$ cat config.mk
export PLATFORM = sky130hd
export DESIGN_NAME = event_arbiter
export DESIGN_NICKNAME = d
export VERILOG_FILES = /design/src/rtl/event_arbiter.sv
export SDC_FILE = /design/constraint.sdc
export NUM_CORES = 1
export LEC_CHECK = 0
export ABC_AREA = 1
export ABC_CLOCK_PERIOD_IN_PS = 5100
export CAP_MARGIN = 0
export CORE_AREA = 2 2 39 41
export DETAILED_ROUTE_END_ITERATION = 6
export DIE_AREA = 0 0 41 43
export PLACE_DENSITY = 0.73
export SLEW_MARGIN = 40
export SYNTH_ARGS = -nofsm -noshare
export SYNTH_HDL_FRONTEND = slang
export SYNTH_SLANG_ARGS = --single-unit
export TNS_END_PERCENT = 30
$ cat constraint.sdc
create_clock -name clk -period 5.1 [get_ports clk]
set_input_delay 1.02 -clock clk [delete_from_list [all_inputs] [get_ports clk]]
set_output_delay 1.02 -clock clk [all_outputs]
set_load 0.02 [all_outputs]
$ cat src/rtl/event_arbiter.sv
// event_arbiter: round-robin arbiter that serializes the pending events of a
// bank of trigger_counter instances into a single valid/ready event stream.
//
// Each req_valid bit is a counter's pop_valid. At most one requester is popped
// per cycle through req_pop, and its index is captured in a one-entry output
// register (out_valid/out_idx) for the downstream module driver.
//
// Timing note: req_pop is combinational and depends on out_ready through
// can_accept (!out_valid || out_ready). That gives a combinational path
// out_ready -> req_pop -> trigger_counter pop_ready, which lets the arbiter
// sustain one event per cycle while the output register drains.
//
// Build option: define EVENT_ARBITER_FIXED_PRIO_EN to replace round-robin with
// fixed lowest-index priority. In that build the pointer stays at 0.

module event_arbiter #(
    parameter int NUM_REQ   = 4,
    parameter int IDX_WIDTH = 2
) (
    input  logic                 clk,
    input  logic                 rst_n,
    input  logic [NUM_REQ-1:0]   req_valid,
    output logic [NUM_REQ-1:0]   req_pop,
    output logic                 out_valid,
    output logic [IDX_WIDTH-1:0] out_idx,
    input  logic                 out_ready,
    output logic [IDX_WIDTH-1:0] rr_ptr_o
);

    // Candidate arithmetic needs one extra bit so the wrap compare against
    // NUM_REQ works even when NUM_REQ == 2**IDX_WIDTH.
    localparam int            CW        = IDX_WIDTH + 1;
    localparam logic [CW-1:0] NUM_REQ_C = CW'(NUM_REQ);

    // Reject requester counts the index width cannot address.
    if ((NUM_REQ < 2) || (NUM_REQ > (2 ** IDX_WIDTH))) begin : g_bad_cfg
        $error("event_arbiter: NUM_REQ=%0d illegal for IDX_WIDTH=%0d", NUM_REQ, IDX_WIDTH);
    end

    logic                 out_valid_q;
    logic                 out_valid_d;
    logic [IDX_WIDTH-1:0] out_idx_q;
    logic [IDX_WIDTH-1:0] out_idx_d;
    logic [IDX_WIDTH-1:0] rr_ptr_q;
    logic [IDX_WIDTH-1:0] rr_ptr_d;

    logic                 can_accept_s;
    logic                 found_s;
    logic [IDX_WIDTH-1:0] winner_s;
    logic                 grant_s;
    logic [CW-1:0]        cand_s;
    logic [NUM_REQ-1:0]   req_pop_s;

    assign can_accept_s = (!out_valid_q) || out_ready;
    assign grant_s      = found_s && can_accept_s;

    // Scan requesters starting at the pointer, wrapping modulo NUM_REQ; first hit wins.
    always_comb begin
        found_s  = 1'b0;
        winner_s = '0;
        cand_s   = '0;
        for (int k = 0; k < NUM_REQ; k++) begin
            cand_s = {1'b0, rr_ptr_q} + CW'(k);
            if (cand_s >= NUM_REQ_C) begin
                cand_s = cand_s - NUM_REQ_C;
            end else begin
                cand_s = cand_s;
            end
            if (!found_s && req_valid[cand_s[IDX_WIDTH-1:0]]) begin
                found_s  = 1'b1;
                winner_s = cand_s[IDX_WIDTH-1:0];
            end else begin
                found_s  = found_s;
                winner_s = winner_s;
            end
        end
    end

    // One-hot pop to the winning counter; forced to zero while in reset.
    always_comb begin
        req_pop_s = '0;
        if (grant_s && rst_n) begin
            for (int i = 0; i < NUM_REQ; i++) begin
                if (winner_s == IDX_WIDTH'(i)) begin
                    req_pop_s[i] = 1'b1;
                end else begin
                    req_pop_s[i] = 1'b0;
                end
            end
        end else begin
            req_pop_s = '0;
        end
    end

    // Next state of the output register and the round-robin pointer.
    always_comb begin
        out_valid_d = out_valid_q;
        out_idx_d   = out_idx_q;
`ifdef EVENT_ARBITER_FIXED_PRIO_EN
        rr_ptr_d    = '0;
`else
        rr_ptr_d    = rr_ptr_q;
`endif
        if (grant_s) begin
            // A grant also covers the simultaneous-drain case: new event replaces old.
            out_valid_d = 1'b1;
            out_idx_d   = winner_s;
`ifndef EVENT_ARBITER_FIXED_PRIO_EN
            if (winner_s == IDX_WIDTH'(NUM_REQ - 1)) begin
                rr_ptr_d = '0;
            end else begin
                rr_ptr_d = winner_s + IDX_WIDTH'(1);
            end
`endif
        end else if (out_valid_q && out_ready) begin
            out_valid_d = 1'b0;
        end else begin
            out_valid_d = out_valid_q;
        end
    end

    // State registers; asynchronous reset drops any held event.
    always_ff @(posedge clk or negedge rst_n) begin
        if (!rst_n) begin
            out_valid_q <= 1'b0;
            out_idx_q   <= '0;
            rr_ptr_q    <= '0;
        end else begin
            out_valid_q <= out_valid_d;
            out_idx_q   <= out_idx_d;
            rr_ptr_q    <= rr_ptr_d;
        end
    end

    assign req_pop   = req_pop_s;
    assign out_valid = out_valid_q;
    assign out_idx   = out_idx_q;
    assign rr_ptr_o  = rr_ptr_q;

endmodule

After elaboration in Yosys (flattened, before gate mapping):

Index checks and enable logic that the tools add are counted.

* register bits: 5
* word-level logic and storage cells: 63

* add/subtract/negate cells: 8
* order comparisons: 8
* equality and inequality tests: 3
* muxes and demuxes: 28
* reductions and logical operators: 13

Operator list (number)
* $mux 2: 9
* $mux 1: 14
* $lt 2x3->1 const B: 4
* $ge 3x3->1 const B: 3
* $bmux 1 s2: 4
* $sub 2x1->2 const B: 4
* $add 2x2->3 const B: 2
* $logic_and 1x1->1: 6
* $eq 2x2->1 const B: 2
* $logic_not 1->1: 4
* $mux 4: 1
* $add 2x1->3 const B: 1
* $ge 2x3->1 const B: 1
* $add 2x1->2 const B: 1
* $eq 2x1->1 const B: 1
* $logic_not 2->1: 1
* $reduce_bool 2->1: 1
* $logic_or 1x1->1: 1

Logic depth before layout (Yosys ltp):

* depth after elaboration: 17
* gate-level depth with buffers: 14
* depth with buffers taken out: 14

Worst setup path before layout:

OpenSTA, ideal clock, no wires.

* path kind: input -> output
* start: input req_valid[3]
* end: output req_pop[3]
* data arrival time: 2160 ps
* required time: 4080 ps
* setup slack: 1920 ps
* cell stages on the path: 12
* cell sequence: inv_1 > nand2_1 > nand3_1 > nand2_2 > inv_1 > nand2_1 > nand2_1 > nand3_1 > inv_1 > ha_1 > inv_1 > nor2_1

* word-level cells in the longest chain between the ends: 15
* elaborated cells on any way between the ends: 27

Ends and longest elaborated chain
* start: declaration: line 22 `input logic [NUM_REQ-1:0] req_valid,`
* $bmux 1 s2: line 69 `if (!found_s && req_valid[cand_s[IDX_WIDTH-1:0]]) begin`
* $mux 1 (not written as such): line 69
* $mux 1: line 69
* $logic_not 1->1: line 69
* $logic_and 1x1->1: line 69
* $mux 1: line 69
* $logic_not 1->1: line 69
* $logic_and 1x1->1: line 69
* $mux 1: line 69
* $logic_not 1->1: line 69
* $logic_and 1x1->1: line 69
* $mux 2 or $mux 1 (tied branches): line 69
* $eq 2x2->1 or $logic_and 1x1->1 (tied branches): line 84, 55
* $mux 1 or $logic_and 1x1->1 (tied branches): line 84, 82
* $mux 4 *: line 82 `if (grant_s && rst_n) begin`
* end: declaration: line 23 `output logic [NUM_REQ-1:0] req_pop,`

Mark *: on every way between the ends. The rest lies on a longest branch, timed or not. The select of a mux whose other input is x is not followed.

Worst setup path in the final report:

Ends and elaborated chain as after synthesis.

==> results.cfg <==
[outcome]
status = complete, no violations

[floorplanning]
initial_utilization_pct = 41.6
fp.dieH_um = 43
core_area_um2 = 1380
io_pins = 16
die_area_um2 = 1760
fp.dieW_um = 41
rows = 14

[routing]
routedWlPerCell_um = 8.84
drt_iter0_drc = 9
via_per_inst = 4.54
vias = 586
firstDrtPassIters = 4
wl_um = 1140
ant_nets = 0
drc = 0

[cells_and_area]
fin_nets = 125
syn2layout_area_growth_pct = 32.2
final_util_pct = 55.0
final_area_um2 = 761
drive_gt1_share_pct = 15.0
diodes = 0

[power_and_ir_drop]
power_mw = 0.563
ir_drop_mv = 0.327
powerDensity_nw_per_um2 = 739
leakage_nw = 0.424

[grt]
grt_max_degree = 13
antenna_found_initial = 0
groute.usage.overall_pct = 16.4
grt-ovfl-total = 0
grt_pass1_vias = 538
grt_pass1_wl_um = 1970

[critical_path]
crit_family = buffers and inverters
r2r_cells = 11
crit_path_max_fanout = 3
slowest_stage = clkdlybuf4s50_1
timing.rr.end = rr_ptr_o[1]
crit_required_ns = 4.08
path_cells = clkdlybuf4s50_1 > inv_1 > nand2_1 > nand3_1 > nand2_2 > inv_1 > nand3_1 > nand3_1 > inv_1 > ha_1 > inv_1 > nor2_1 > clkdlybuf4s50_1
crit_buf_inv = 6
r2r_slack_ns = 3.06
slowest_delay_ns = 0.60
critical_path_arrival_ns = 3.16
worst_path_most_repeated_cell = inv_1
end_kind = output port
start_kind = primary input
r2r-start = rr_ptr_o[0]
crit_type = in -> out

[synthesis]
yosysSeqAreaShare_pct = 21.7
syn-num-nets = 106
synthTopCellsByArea = nand2_1 (25%), dfrtp_1 (22%), inv_1 (9.1%)
synth_flop_cell = dfrtp_1
yosys.area.top_type = nand2_1
yosys.area.top_type_share_pct = 24.8
synth_edf_count = 0
synth_area_per_cell_um2 = 6.06
synthCells = 95
synthTopCellsByCount = nand2_1 (38), inv_1 (14), nand3_1 (9)
synth_warnings = 0
async_flop_share_pct = 100
synth_seq_cells = 5
synth.distinct_cells = 16
syn-cell-area_um2 = 576
yosysMostFrequentCell = nand2_1

[sta]
fin_crit_sh_pct = 82.0
timing.hold.ws_ns = 0.485
relSlewSlack_pct = 73.0
worstMarginPinSlew_ns = 0.405
finalSetupViolations = 0
fmax_ghz = 0.239
clock_skew_ns = 0.00133
rsz0062_at_grt = no
hold_viol = 0
fin_setup_tns_ns = 0
finalMaxSlewViolations = 0
finalWorstPathRequiredPeriod_ns = 4.18

[clock_network]
ctsResizeCount = 0
cts_tree = built
clock_path_buffers = 2
cts_buffers = 3
h-tree-depth = 1
hold_buffers = 0
clk_pin_slew_ns = 0.04
insertion_delay_ns = 0.24
cts_root_buf = clkbuf_4
postCtsSetupBuffers = 0
cts.sinks = 5

[place]
dp_hpwl_um = 948
gp_congestion = 0.743
placed_cell_area_um2 = 734
io_buffers = 15

[hold_path]
worstHoldEndpoint = out_idx[1]
hold_depth = 2
hold_path_class = reg -> reg
holdCritStartpoint = out_idx[1]

[flow_run]
max_cap_viol_count = 0
[cells in the final DEF (no fill, tap or decap), types with 3 or more instances in the layout]
master,Yosys,routed
ha_1,4,4
nor2_1,7,7
clkdlybuf4s50_1,0,15
inv_1,14,14
clkbuf_4,0,3
dfrtp_1,5,5
nand3_1,9,9
nand2_1,38,38
nand2_2,6,6
[cells by family (layout without fill, tap and decap cells)]
logic type,after synthesis,count (layout),share of synthesized area [%]
compound gates,2,2,1.96
fa+ha+maj,4,4,8.70
buf+inv,18,36,13.5
flops,5,5,21.7
simple gates,66,66,54.1
[registers in the layout, summed over array words and instances (netlist names)]
register,count
rr_ptr_o,2
out_idx,2
out_valid,1
[tightest hold or removal path: stages, from the launching register on]
cell,delay (ns)
dfrtp_1,0.34
nand2_1,0.06
nand2_1,0.06
[metrics by stage]
| stage | instances | worst slack (ns) |
|---|---|---|
| 3_5_place_dp | 125 | 0.901 |
| 5_1_grt | 129 | 0.650 |
| 6_report | 129 | 0.919 |
| 2_1_floorplan | 95 | 1.92 |
| 3_3_place_gp | 125 | 0.949 |
| 4_1_cts | 129 | 0.898 |
[layer usage]
layer / vias to the layer above / wire, um / global-route usage [%]
met5: - / 0 / 0
met4: 0 / 0 / 10.0
met3: 0 / 26 / 1.57
met2: 9 / 584 / 25.9
met1: 255 / 530 / 20.1
li1: 322 / - / -
[final cells by class]
type                    instances  area (um^2)
fillers                       145          623
multi-input cells              72          373
repair buffers                 15          150
flip-flops and latches          5          125
inverters                      17         66.3
clock buffers                   4         26.3
well taps                      16         20.0
[worst max-delay path by stage]
stage | from | to | slack [ns] | cells past startpoint
floorplan | req_valid[3] | req_pop[3] | 1.92 | 12
finish | req_valid[3] | req_pop[3] | 0.92 | 13
detailed placement | req_valid[1] | req_pop[3] | 0.90 | 13
CTS | req_valid[1] | req_pop[3] | 0.90 | 13
global placement | req_valid[3] | req_pop[3] | 0.95 | 13
global route | req_valid[2] | req_pop[3] | 0.65 | 13
[where the power goes]
part,internal (mW),switching [mW]
sequential,0.0609,0.0260
clock,0.0296,0.0162
combinational,0.166,0.264
(Power assumes the default switching activity.)
